### config.mk
export PLATFORM = sky130hd
export DESIGN_NAME = alu4_seq_ctrl_flat
export DESIGN_NICKNAME = d
export VERILOG_FILES = /design/src/rtl/alu4_pkg.sv /design/src/rtl/alu4_seq_ctrl_if.sv /design/src/rtl/alu4_slice.sv /design/src/rtl/alu4_seq_ctrl.sv /design/src/flat_wrapper.sv
export SDC_FILE = /design/constraint.sdc
export NUM_CORES = 1
export LEC_CHECK = 0
export ABC_AREA = 1
export BUFFER_PORTS_ARGS = -buffer_cell sky130_fd_sc_hd__buf_2
export CORE_UTILIZATION = 40
export DETAILED_ROUTE_END_ITERATION = 8
export GPL_TIMING_DRIVEN = 0
export PLACE_DENSITY_LB_ADDON = 0.05
export SKIP_LAST_GASP = 1
export SLEW_MARGIN = 20
export SYNTH_ARGS = -nofsm -noshare
export SYNTH_HDL_FRONTEND = slang
export SYNTH_SLANG_ARGS = --single-unit
### constraint.sdc
create_clock -name clk -period 3.28 [get_ports clk]
set_input_delay 0.164 -clock clk [delete_from_list [all_inputs] [get_ports clk]]
set_output_delay 0.164 -clock clk [all_outputs]
set_load 0.005 [all_outputs]
### src/rtl/alu4_pkg.sv
// rtl/alu4_pkg.sv - opcodes, FSM state type and opcode predicate shared by the nibble sequencer
package alu4_pkg;

  localparam logic [2:0] OP_AND  = 3'b000;
  localparam logic [2:0] OP_OR   = 3'b001;
  localparam logic [2:0] OP_XOR  = 3'b010;
  localparam logic [2:0] OP_NOTA = 3'b011;
  localparam logic [2:0] OP_PASA = 3'b100;
  localparam logic [2:0] OP_PASB = 3'b101;
  localparam logic [2:0] OP_ADD  = 3'b110;
  localparam logic [2:0] OP_SUB  = 3'b111;

  typedef enum logic [1:0] {IDLE, RUN, DONE} state_t;

  // ADD and SUB are the only opcodes that chain carry and produce C/V
  function automatic logic is_arith(input logic [2:0] op);
    return op[2:1] == 2'b11;
  endfunction

endpackage

### src/rtl/alu4_seq_ctrl_if.sv
// rtl/alu4_seq_ctrl_if.sv - command handshake and result/flag bundle of the nibble sequencer
interface alu4_seq_ctrl_if #(parameter int NIB = 4);

  localparam int W = 4 * NIB;

  logic         cmd_valid;
  logic         cmd_ready;
  logic [2:0]   op;
  logic [W-1:0] a;
  logic [W-1:0] b;
  logic         busy;
  logic         done;
  logic [W-1:0] result;
  logic         c;
  logic         n;
  logic         z;
  logic         v;

  modport master (
    output cmd_valid, op, a, b,
    input  cmd_ready, busy, done, result, c, n, z, v
  );

  modport slave (
    input  cmd_valid, op, a, b,
    output cmd_ready, busy, done, result, c, n, z, v
  );

endinterface

### src/rtl/alu4_slice.sv
// rtl/alu4_slice.sv - combinational 4-bit ALU slice with carry in/out and carry into bit 3
module alu4_slice
  import alu4_pkg::*;
(
  input  logic [2:0] op,
  input  logic [3:0] a4,
  input  logic [3:0] b4,
  input  logic       cin,
  output logic [3:0] r4,
  output logic       co,
  output logic       c3
);

  logic [3:0] bx;
  logic [4:0] sum;

  // SUB adds the inverted B; the +1 arrives through cin on the first nibble
  always_comb begin
    bx  = (op == OP_SUB) ? ~b4 : b4;
    sum = {1'b0, a4} + {1'b0, bx} + {4'b0000, cin};
    r4  = 4'h0;
    co  = 1'b0;
    c3  = 1'b0;
    case (op)
      OP_AND:  r4 = a4 & b4;
      OP_OR:   r4 = a4 | b4;
      OP_XOR:  r4 = a4 ^ b4;
      OP_NOTA: r4 = ~a4;
      OP_PASA: r4 = a4;
      OP_PASB: r4 = b4;
      default: begin
        r4 = sum[3:0];
        co = sum[4];
        // carry into bit 3 recovered from the bit-3 sum and its operands
        c3 = a4[3] ^ bx[3] ^ sum[3];
      end
    endcase
  end

endmodule

### src/rtl/alu4_seq_ctrl.sv
// rtl/alu4_seq_ctrl.sv - runs NIB-nibble ALU commands through one 4-bit slice, LSB nibble first
module alu4_seq_ctrl
  import alu4_pkg::*;
#(
  parameter int NIB = 4
) (
  input  logic clk,
  input  logic reset_n,
  alu4_seq_ctrl_if.slave bus
);

  localparam int IW = (NIB > 1) ? $clog2(NIB) : 1;
  localparam logic [IW-1:0] LAST = IW'(NIB - 1);

  state_t state;
  state_t state_next;

  logic [IW-1:0]        idx;
  logic                 carry;
  logic [2:0]           op_q;
  logic [NIB-1:0][3:0]  a_q;
  logic [NIB-1:0][3:0]  b_q;
  logic [NIB-1:0][3:0]  shadow;
  logic [NIB-1:0][3:0]  word_next;
  logic [NIB-1:0][3:0]  result_q;
  logic                 c_q;
  logic                 n_q;
  logic                 z_q;
  logic                 v_q;

  logic [3:0] r4;
  logic       co;
  logic       c3;

  alu4_slice u_slice (
    .op  (op_q),
    .a4  (a_q[idx]),
    .b4  (b_q[idx]),
    .cin (carry),
    .r4  (r4),
    .co  (co),
    .c3  (c3)
  );

  // shadow word with the current nibble merged in; becomes the result on the last pass
  always_comb begin
    word_next      = shadow;
    word_next[idx] = r4;
  end

  // FSM state register
  always_ff @(posedge clk) begin
    if (!reset_n) state <= IDLE;
    else          state <= state_next;
  end

  // next-state and handshake/status outputs, all decoded from the state
  always_comb begin
    state_next    = state;
    bus.cmd_ready = 1'b0;
    bus.busy      = 1'b0;
    bus.done      = 1'b0;
    case (state)
      IDLE: begin
        bus.cmd_ready = 1'b1;
        if (bus.cmd_valid) state_next = RUN;
      end
      RUN: begin
        bus.busy = 1'b1;
        if (idx == LAST) state_next = DONE;
      end
      DONE: begin
        bus.busy   = 1'b1;
        bus.done   = 1'b1;
        state_next = IDLE;
      end
      default: state_next = IDLE;
    endcase
  end

  // command latch, nibble pass bookkeeping and whole-word commit of result and flags
  always_ff @(posedge clk) begin
    if (!reset_n) begin
      idx      <= '0;
      carry    <= 1'b0;
      op_q     <= OP_AND;
      a_q      <= '0;
      b_q      <= '0;
      shadow   <= '0;
      result_q <= '0;
      c_q      <= 1'b0;
      n_q      <= 1'b0;
      z_q      <= 1'b0;
      v_q      <= 1'b0;
    end else begin
      case (state)
        IDLE: begin
          if (bus.cmd_valid) begin
            op_q  <= bus.op;
            a_q   <= bus.a;
            b_q   <= bus.b;
            idx   <= '0;
            carry <= (bus.op == OP_SUB);
          end
        end
        RUN: begin
          shadow <= word_next;
          carry  <= co;
          idx    <= idx + 1'b1;
          if (idx == LAST) begin
            result_q <= word_next;
            c_q      <= is_arith(op_q) & co;
            v_q      <= is_arith(op_q) & (co ^ c3);
            n_q      <= word_next[NIB-1][3];
            z_q      <= (word_next == '0);
          end
        end
        default: ;
      endcase
    end
  end

  assign bus.result = result_q;
  assign bus.c      = c_q;
  assign bus.n      = n_q;
  assign bus.z      = z_q;
  assign bus.v      = v_q;

endmodule

### src/flat_wrapper.sv
// flat-port wrapper written by rule: the top's interface ports become plain ports
module alu4_seq_ctrl_flat import alu4_pkg::*;
#(
  parameter int NIB = 4
)
  (clk, reset_n, bus_cmd_valid, bus_op, bus_a, bus_b, bus_cmd_ready, bus_busy, bus_done, bus_result, bus_c, bus_n, bus_z, bus_v);
  alu4_seq_ctrl_if #(.NIB(NIB)) bus_i ();
  input  logic clk;
  input  logic reset_n;
  input wire logic [$bits(bus_i.cmd_valid)-1:0] bus_cmd_valid;
  input wire logic [$bits(bus_i.op)-1:0] bus_op;
  input wire logic [$bits(bus_i.a)-1:0] bus_a;
  input wire logic [$bits(bus_i.b)-1:0] bus_b;
  output wire logic [$bits(bus_i.cmd_ready)-1:0] bus_cmd_ready;
  output wire logic [$bits(bus_i.busy)-1:0] bus_busy;
  output wire logic [$bits(bus_i.done)-1:0] bus_done;
  output wire logic [$bits(bus_i.result)-1:0] bus_result;
  output wire logic [$bits(bus_i.c)-1:0] bus_c;
  output wire logic [$bits(bus_i.n)-1:0] bus_n;
  output wire logic [$bits(bus_i.z)-1:0] bus_z;
  output wire logic [$bits(bus_i.v)-1:0] bus_v;
  assign bus_i.cmd_valid = bus_cmd_valid;
  assign bus_i.op = bus_op;
  assign bus_i.a = bus_a;
  assign bus_i.b = bus_b;
  assign bus_cmd_ready = bus_i.cmd_ready;
  assign bus_busy = bus_i.busy;
  assign bus_done = bus_i.done;
  assign bus_result = bus_i.result;
  assign bus_c = bus_i.c;
  assign bus_n = bus_i.n;
  assign bus_z = bus_i.z;
  assign bus_v = bus_i.v;
  alu4_seq_ctrl #(.NIB(NIB)) u_core (.clk(clk), .reset_n(reset_n), .bus(bus_i));
endmodule
After elaboration in Yosys (flattened, before gate mapping)
Cells that the tools add are included.
{"block": "totals", "ff_bits": 76, "inputBits": 38}
{"block": "classes", "n_lt_le_gt_ge": 2, "n_addsub": 3, "muxes": 21, "n_bitwise": 10, "n_reduce_logical": 11, "n_eq_ne": 13}
{"cell": "one-hot mux 4 bit (6 select lines)", "n": 1}
{"cell": "binary-select mux 4 bit (select 2 bit)", "n": 2}
{"cell": "bitwise mux 16 bit", "n": 1}
{"cell": "zero test 16 bit", "n": 1}
{"cell": "two-way mux 4 bit", "n": 4}
{"cell": "== test 3 bit, second input constant", "n": 4}
{"cell": "demux 4 bit (select 2 bit)", "n": 1}
{"cell": "NOT 4 bit", "n": 2}
{"cell": "one-hot mux 2 bit (2 select lines)", "n": 2}
{"cell": "AND reduction 2 bit", "n": 4}
{"cell": "== test 2 bit, second input constant", "n": 3}
{"cell": "== test 3 x 2 -> 1 bit, second input constant", "n": 2}
{"cell": "two-way mux 1 bit", "n": 6}
{"cell": "two-way mux 2 bit", "n": 3}
{"cell": "OR reduction 6 bit", "n": 1}
{"cell": "adder 4 x 4 -> 5 bit", "n": 1}
{"cell": "adder 5 x 1 -> 5 bit", "n": 1}
{"cell": "bitwise AND 4 bit", "n": 1}
{"cell": "OR 4 bit", "n": 1}
{"cell": "XOR 4 bit", "n": 1}
{"cell": "== test 3 x 1 -> 1 bit, second input constant", "n": 1}
{"cell": "zero test 3 bit", "n": 1}
{"cell": "less-than comparator 2 x 3 -> 1 bit, second input constant", "n": 1}
{"cell": "XOR 1 bit", "n": 3}
{"cell": "other kinds (11)", "n": 12}

Logic depth before layout (Yosys ltp)
Gate-level depths: netlist of the first run.
{"block": "logic_depth", "word_depth": 10, "ltp_mapped": 19, "depth_no_buf": 19}

By module
From an unflattened synthesis of the first run, not the netlist that was laid out.
{"block": "unflattened", "hier_cells": 546, "area_unflattened_um2": 3821.2}
{"mod": "alu4_seq_ctrl", "instances": 1, "area_each_um2": 3184.3, "cells_each": 437}
{"mod": "alu4_slice", "instances": 1, "area_each_um2": 636.9, "cells_each": 109}

Worst setup path before layout of the first run
OpenSTA, ideal clock, no wires.
{"block": "synth_timing", "path_type": "register to register", "start": "reg u_core.idx[0]", "end": "reg u_core.z_q (netlist: u_core.bus.z)", "setup_time_ns": 0.067, "synth_period_minus_slack_ns": 2.752, "path_stages_with_launch": 17, "required_time_ns": 3.213, "setup_slack_ns": 0.528, "path_buffers": 2, "arrival_ns": 2.684, "path_cell_list": "dfxtp_1 > buf_6 > buf_6 > nand2_1 > nand3_1 > nand2_1 > xnor2_1 > fa_1 > fa_1 > xor2_1 > nand2_1 > nand3_2 > mux2i_1 > nand2_1 > nor2_1 > nand3_1 > a21oi_2"}
{"block": "synth_between", "elab_chain_cells": 9}
{"item": "start, declared", "line_no": "alu4_seq_ctrl.sv:18", "rtl": "logic [IW-1:0] idx;"}
{"item": "start signal, assigned", "line_no": "alu4_seq_ctrl.sv:109", "rtl": "idx <= idx + 1'b1;"}
{"item": "binary-select mux 4 bit (select 2 bit)", "line_no": "alu4_seq_ctrl.sv:38", "rtl": ".b4 (b_q[idx]),"}
{"item": "two-way mux 4 bit (not written as such)", "line_no": "alu4_seq_ctrl.sv:38"}
{"item": "NOT 4 bit", "line_no": "alu4_slice.sv:19", "rtl": "bx = (op == OP_SUB) ? ~b4 : b4;"}
{"item": "two-way mux 4 bit", "line_no": "alu4_slice.sv:19"}
{"item": "adder 4 x 4 -> 5 bit", "line_no": "alu4_slice.sv:20", "rtl": "sum = {1'b0, a4} + {1'b0, bx} + {4'b0000, cin};"}
{"item": "adder 5 x 1 -> 5 bit", "line_no": "alu4_slice.sv:20"}
{"item": "one-hot mux 4 bit (6 select lines)", "line_no": "alu4_slice.sv:24", "rtl": "case (op)"}
{"item": "bitwise mux 16 bit", "line_no": "alu4_seq_ctrl.sv:48", "rtl": "word_next[idx] = r4;"}
{"item": "zero test 16 bit", "line_no": "alu4_seq_ctrl.sv:115", "rtl": "z_q <= (word_next == '0);"}
{"item": "end signal, assigned", "line_no": "alu4_seq_ctrl.sv:115"}
{"item": "end, declared", "line_no": "alu4_seq_ctrl.sv:28", "rtl": "logic z_q;"}
Several ways; a longest one is shown, not always the timed one. The select of a mux whose other input is x is not followed.
A chain may end at the register's enable or synchronous reset.

Worst setup path in the final report of the first run
Ends and elaborated chain as after synthesis.

==> results of run 1 <==
[path summary, 6_finish.rpt]
kind / startpoint / end / slack, ns / cells past startpoint
setup reg to reg: u_core.idx[0] / u_core.bus.z / 0.28 / 18
setup / recovery: u_core.idx[0] / u_core.bus.z / 0.28 / 18
hold / removal: bus_a[0] / u_core.a_q[0] / 0.06 / 3
hold reg to reg: u_core.bus.result[12] / u_core.bus.result[12] / 0.48 / 2
[cell type report]
class,instances,area (um^2),share of cell area (%)
plain buffers,28,141,3.04
clock buffers,11,131,2.83
clock inverters,5,38.8,0.834
inverters,73,277,5.95
multi-input cells,404,2090,45.0
flip-flops and latches,75,1510,32.4
well taps,129,161,3.47
repair buffers,60,300,6.46
[registers in the layout, summed over array words and instances (netlist names)]
name / count
u_core.op_q: 3
u_core.idx: 2
u_core.state: 2
u_core.b_q: 16
u_core.bus.result: 15
u_core.shadow: 16
u_core.a_q: 16
u_core.carry: 1
u_core.bus.v: 1
u_core.bus.n: 1
u_core.bus.z: 1
u_core.bus.c: 1
[routing by layer]
metal  up-vias  global-route usage (%)  routed length (um)
li1       1989                       -                   -
met1      1689                    32.7                5590
met2        85                    33.3                4390
met3        15                    2.62                 352
met4         0                    8.92                 193
met5         -                       0                   0
[where the power goes]
| group | switching [W] | internal (W) |
|---|---|---|
| logic | 0.000283 | 0.000155 |
| registers | 0.0000325 | 0.000966 |
| clock network | 0.000369 | 0.000278 |
| total | 0.000684 | 0.00140 |
[cells by family (layout without fill, tap and decap cells)]
logic type                 count (synthesis)  after routing  share of synthesized area (%)
DFF                                       75             75                           37.9
xor gates and xnor gates                   6              6                           1.33
buffers and inverters                    101            177                           10.4
muxes                                      4              4                           1.01
adders and majority gates                 21             21                           7.01
and+or+nand+nor                          279            279                           29.3
AOI/OAI and AO/OA                         94             94                           13.0
[critical path, cell delays in order (launching register included)]
cell	delay [ns]
dfxtp_4	0.39
buf_6	0.15
buf_6	0.14
nand2_1	0.05
nand3_1	0.14
nand2_2	0.10
xnor2_1	0.15
fa_2	0.38
fa_2	0.37
xor2_1	0.17
nand2_1	0.10
nand3_4	0.14
nand2_1	0.10
nand2_1	0.08
nor2_1	0.10
nand2_1	0.05
nor2_1	0.08
nand3_1	0.10
a21oi_2	0.12
[cells in the mapped netlist, types with 2 or more instances]
cell type	instances	area share [%]
fa_1	2	1.0
nand2_2	4	0.63
inv_2	4	0.38
a21oi_1	12	1.5
ha_1	19	6.0
buf_6	3	0.85
inv_1	69	6.5
nand3_2	3	0.76
nand2_1	118	11
nor2_1	102	9.7
o21ai_0	63	8.0
or2_2	2	0.32
o211ai_1	13	2.5
nand3_1	36	4.5
xor2_1	2	0.44
dfxtp_1	75	38
buf_4	2	0.38
buf_2	3	0.38
xnor2_1	4	0.88
clkbuf_1	19	1.8
mux2i_1	4	1.0
nand4_1	12	1.9
[per-stage QoR]
step / hold slack [ns] / worst slack (ns) / instances
global route: 0.0675 / 0.0393 / 785
global placement: 0.415 / 0.0187 / 769
finish: 0.0565 / 0.280 / 785
detailed placement: 0.419 / 0.0466 / 769
CTS: 0.0451 / 0.0155 / 785
floorplan: 0.331 / 0.528 / 580
==> impl_metrics.env, run 1 <==
export IMPL_fin_area_mm2=0.00465
export IMPL_hold_viol=0
export IMPL_core_area_mm2=0.00942
export IMPL_fin_crit_ns=3.00
export IMPL_antenna_cells=0
export IMPL_die_w_um=102
export IMPL_skew_ns=0.0129
export IMPL_drt_iter0_drc=186
export IMPL_synth_ff_type="dfxtp_1"
export IMPL_clock_latency_ns=0.36
export IMPL_mostFrequentLayoutCells="nand2_1 (117), nor2_1 (102), dfxtp_1 (73)"
export IMPL_grt_pass1_wl_um=17500
export IMPL_drcViolationCount=0
export IMPL_synth_edf_count=0
export IMPL_maxSlewViolCount=0
export IMPL_cp_max_fo=10
export IMPL_drive_gt1_share_pct=16.0
export IMPL_finalSetupTns_ns=0
export IMPL_fp_dieH_um=102
export IMPL_antenna_found_initial=0
export IMPL_cp_arrival_ns=3.29
export IMPL_place_area_mm2=0.00442
export IMPL_cts_root_buf="clkbuf_8"
export IMPL_netlist_instances=580
export IMPL_layout_commonest_cell="nand2_1"
export IMPL_ys_warnings_count=0
export IMPL_postCtsSetupBuffers=0
export IMPL_relSlewSlack_pct=57.9
export IMPL_std_cell_rows=35
export IMPL_hold_buffers=0
export IMPL_clk_transition_reported_paths_ns=0.09
export IMPL_maxCapViolCount=0
export IMPL_start_kind="flop"
export IMPL_worst_ep_required_time_ns=3.57
export IMPL_drt_pass1_iterations=4
export IMPL_tightest_slew_ns=0.627
export IMPL_die_area_mm2=0.0103
export IMPL_port_buffer_count=60
export IMPL_grt_max_degree=14
export IMPL_syn_area_per_cell_um2=6.83
export IMPL_grt_pass1_vias=3492
export IMPL_leakage_nw=2.40
export IMPL_grt_total_usage_pct=22.3
export IMPL_areaGrowthSynthToFinish_pct=17.3
export IMPL_cts_sinks=75
export IMPL_gp_congestion=0.869
export IMPL_worstHoldPathType="input port to flop"
export IMPL_power_density_mw_per_mm2=448
export IMPL_wl_um=10500
export IMPL_ys_async_sr_fraction_pct=0
export IMPL_num_vias=3778
export IMPL_outcome="finished, final reports clean"
export IMPL_final_period_utilization_pct=91.4
export IMPL_cts_tree="done"
export IMPL_seq_area_frac_synth_pct=37.9
export IMPL_rsz0062_at_grt="no"
export IMPL_endpoint_kind="flop"
export IMPL_synth_fp_nets=639
export IMPL_hpwlAfterDp_um=7960
export IMPL_floorplan_initialDensity_pct=42.1
export IMPL_cts_htree_levels=3
export IMPL_synth_seq_cells=75
export IMPL_antenna_left=0
export IMPL_critPathKind="flop to flop"
export IMPL_viasPerCell=4.81
export IMPL_cts_buffers=9
export IMPL_power_w=0.00208
export IMPL_ir_worst_vdd_uv=200
export IMPL_io_pins=61
export IMPL_wire_per_inst_um=13.4
export IMPL_final_util_pct=49.4
export IMPL_setup_violations=0
export IMPL_nets=710
export IMPL_grt_ovfl_total=0
export IMPL_n_fill_cell=1021
export IMPL_cts_path_max_buffers=2
export IMPL_syn_area_mm2=0.00396
export IMPL_synth_cell_types=31
export IMPL_max_freq_ghz=0.333
export IMPL_cts_resized=0
Power figures use the tool's default switching activity.
==> inputs of run 2 (changes only) <==
BUFFER_PORTS_ARGS = -buffer_cell sky130_fd_sc_hd__buf_4   (was -buffer_cell sky130_fd_sc_hd__buf_2)
SYNTH_HIERARCHICAL = 1   (was default)
==> run 2 against run 1 <==
Net effect:
- register-to-register slack got worse by 0.11 ns
- clock power increased by 1%
- non-clock buffer count increased by 3
- die area decreased by 3.5%
- area after synthesis decreased by 3.5%
- synthesized cell count decreased by 5.9%
- worst hold slack got worse by 0.0067 ns
- via count decreased by 2.6%
- global-route usage decreased by 0.51 points
- highest routed layer unchanged
==> impl_metrics.env, run 2 <==
export IMPL_outcome="finished, final reports clean"
export IMPL_num_vias=3680
export IMPL_grt_pass1_wl_um=16700
export IMPL_antenna_left=0
export IMPL_reg2reg_depth=18
export IMPL_clkPwrFrac_pct=30.1
export IMPL_finalSetupTns_ns=0
export IMPL_timing_final_ws_setup_ns=0.173
export IMPL_cts_sinks=75
export IMPL_final_util_pct=51.6
export IMPL_yosysMostFrequentCell="nor2_1"
export IMPL_nets=682
export IMPL_skew_ns=0.0117
export IMPL_n_fill_cell=943
export IMPL_grt_max_degree=14
export IMPL_die_w_um=99.7
export IMPL_drcViolationCount=0
export IMPL_p_switching_w=0.000716
export IMPL_hold_buffers=0
export IMPL_layout_commonest_cell="nor2_1"
export IMPL_grtUsageMet2_pct=33.3
export IMPL_synth_fp_nets=606
export IMPL_yosysTopAreaCell="dfxtp_1"
export IMPL_p_comb_share_pct=23.8
export IMPL_fin_crit_ns=3.11
export IMPL_synth_cell_types=31
export IMPL_power_internal_w=0.00146
export IMPL_worstHoldPathType="input port to flop"
export IMPL_mostFrequentLayoutCells="nor2_1 (121), o21ai_0 (82), dfxtp_1 (73)"
export IMPL_hold_path_end="u_core/a_q[0]"
export IMPL_netlist_instances=546
export IMPL_relSlewSlack_pct=62.8
export IMPL_synth_seq_cells=75
export IMPL_floorplan_initialDensity_pct=41.4
export IMPL_areaGrowthSynthToFinish_pct=24.8
export IMPL_synth_ff_type="dfxtp_1"
export IMPL_share_seq_of_total_power_pct=46.1
export IMPL_synthTopCellsByCount="nor2_1 (122), o21ai_0 (88), dfxtp_1 (75)"
export IMPL_wl_um=10100
export IMPL_io_pins=61
export IMPL_cp_arrival_ns=3.41
export IMPL_ir_worst_vdd_uv=217
export IMPL_multi_input_area_mm2=0.00206
export IMPL_synth_edf_count=0
export IMPL_startpoint="u_core/idx[0]"
export IMPL_busiest_layer="met2"
export IMPL_antenna_cells=0
export IMPL_setup_violations=0
export IMPL_worst_ep_required_time_ns=3.58
export IMPL_r2r_end="u_core/bus.z"
export IMPL_gr_usage_met3_pct=4.43
export IMPL_gp_congestion=0.798
export IMPL_endpoint_kind="flop"
export IMPL_syn_area_per_cell_um2=7.00
export IMPL_std_cell_rows=35
export IMPL_seq_area_frac_synth_pct=39.3
export IMPL_fp_dieH_um=99.7
export IMPL_swShare_pct=32.9
export IMPL_clk_transition_reported_paths_ns=0.08
export IMPL_start_kind="flop"
export IMPL_final_period_utilization_pct=94.7
export IMPL_die_area_mm2=0.00995
export IMPL_drt_pass1_iterations=4
export IMPL_hpwlAfterDp_um=7610
export IMPL_drt_iter0_drc=181
export IMPL_cts_htree_levels=3
export IMPL_cp_max_fo=10
export IMPL_cts_root_buf="clkbuf_8"
export IMPL_maxCapViolCount=0
export IMPL_viasPerCell=4.87
export IMPL_cts_tree="done"
export IMPL_drive_gt1_share_pct=20.6
export IMPL_min_from="bus_a[0]"
export IMPL_ys_async_sr_fraction_pct=0
export IMPL_dpl_worst_slack_ns=-0.553
export IMPL_port_buffer_count=60
export IMPL_tightest_slew_ns=0.559
export IMPL_antenna_found_initial=0
export IMPL_whs_ns=0.0497
export IMPL_ys_warnings_count=6
export IMPL_core_area_mm2=0.00924
export IMPL_r2r_start="u_core/idx[0]"
export IMPL_critPathKind="flop to flop"
export IMPL_clock_latency_ns=0.36
export IMPL_cts_path_max_buffers=2
export IMPL_yosys_area_top_type_share_pct=39.3
export IMPL_grt_ovfl_total=0
export IMPL_maxSlewViolCount=0
export IMPL_power_density_mw_per_mm2=457
export IMPL_leakage_nw=2.23
export IMPL_cts_buffers=9
export IMPL_regArea_mm2=0.00151
export IMPL_grt_total_usage_pct=21.8
export IMPL_max_freq_ghz=0.322
export IMPL_grtUsageMet1_pct=30.5
export IMPL_yosys_top_cells_area="dfxtp_1 (39%), nor2_1 (12%), o21ai_0 (12%)"
export IMPL_syn_area_mm2=0.00382
export IMPL_grt_pass1_vias=3387
export IMPL_wire_per_inst_um=13.4
export IMPL_min_path_cells=3
export IMPL_hold_viol=0
export IMPL_r2r_setup_slack_ns=0.17
[run 2: cell type report]
cell class                 instances  share of cell area [%]
clock inverter                     5                   0.761
multi-input combinational        387                    43.3
clock buffer                      11                    2.97
tap                              129                    3.39
buffer                            26                    3.07
sequential                        75                    31.6
timing repair buffer              65                    10.2
inverter                          58                    4.67
[run 2: metal layers]
metal,vias to the layer above,part of all wire (%)
met5,-,0
met4,0,1.6
met3,11,4.8
met2,69,43
met1,1681,50
li1,1919,-
[run 2: cells by family (layout without fill, tap and decap cells)]
group | after synthesis | count (layout) | synth area share (%)
buffers and inverters | 84 | 165 | 9.20
flip-flops | 75 | 75 | 39.3
XOR/XNOR | 6 | 6 | 1.38
adder cells (fa/ha/maj) | 22 | 22 | 7.60
AND/OR/NAND/NOR | 226 | 226 | 24.0
AO/OA/AOI/OAI | 133 | 133 | 18.6
[run 2: through the flow]
step	instances	cell area (um^2)	power [W]
after floorplan	546	3820	0.00134
after global placement	735	4430	0.00149
after detailed placement	735	4430	0.00150
after CTS	754	4690	0.00217
after global routing	756	4770	0.00232
final	756	4770	0.00218
[run 2: how the worst max path moves through the flow]
stage,end,slack [ns],cells after the start
finish,u_core/bus.z,0.17,18
global route,u_core/bus.z,-0.002,17
detailed placement,u_core/bus.z,-0.55,17
floorplan,u_core/bus.z,0.30,18
CTS,u_core/bus.z,0.002,18
global placement,u_core/bus.z,-0.54,17
[run 2: timing repair]
item,in CTS,in global routing
setup endpoints to repair,30,7
gates resized for setup,16,24
pin swaps,1,4
cloned,0,0
buffers inserted,3,2
[run 2: critical path, stage by stage, from the launching register on]
cell	delay (ns)
dfxtp_4	0.37
buf_6	0.15
clkinvlp_4	0.10
buf_4	0.14
o21ai_1	0.14
o22ai_2	0.14
xor2_1	0.20
fa_2	0.39
fa_2	0.36
xnor2_1	0.14
nand2_1	0.10
nand3_4	0.13
nand2_1	0.11
nand2_1	0.08
nor2_1	0.11
nand2_1	0.10
nor2_1	0.09
nand3_1	0.08
a21oi_2	0.11
[run 2: power by group through the flow]
stage	Sequential, W	Clock (W)	Combinational (W)
after floorplan	0.00101	0	0.000330
after global placement	0.00102	0	0.000468
final	0.00100	0.000656	0.000518
after CTS	0.00100	0.000668	0.000497
after detailed placement	0.00102	0	0.000477
after global routing	0.00101	0.000720	0.000593
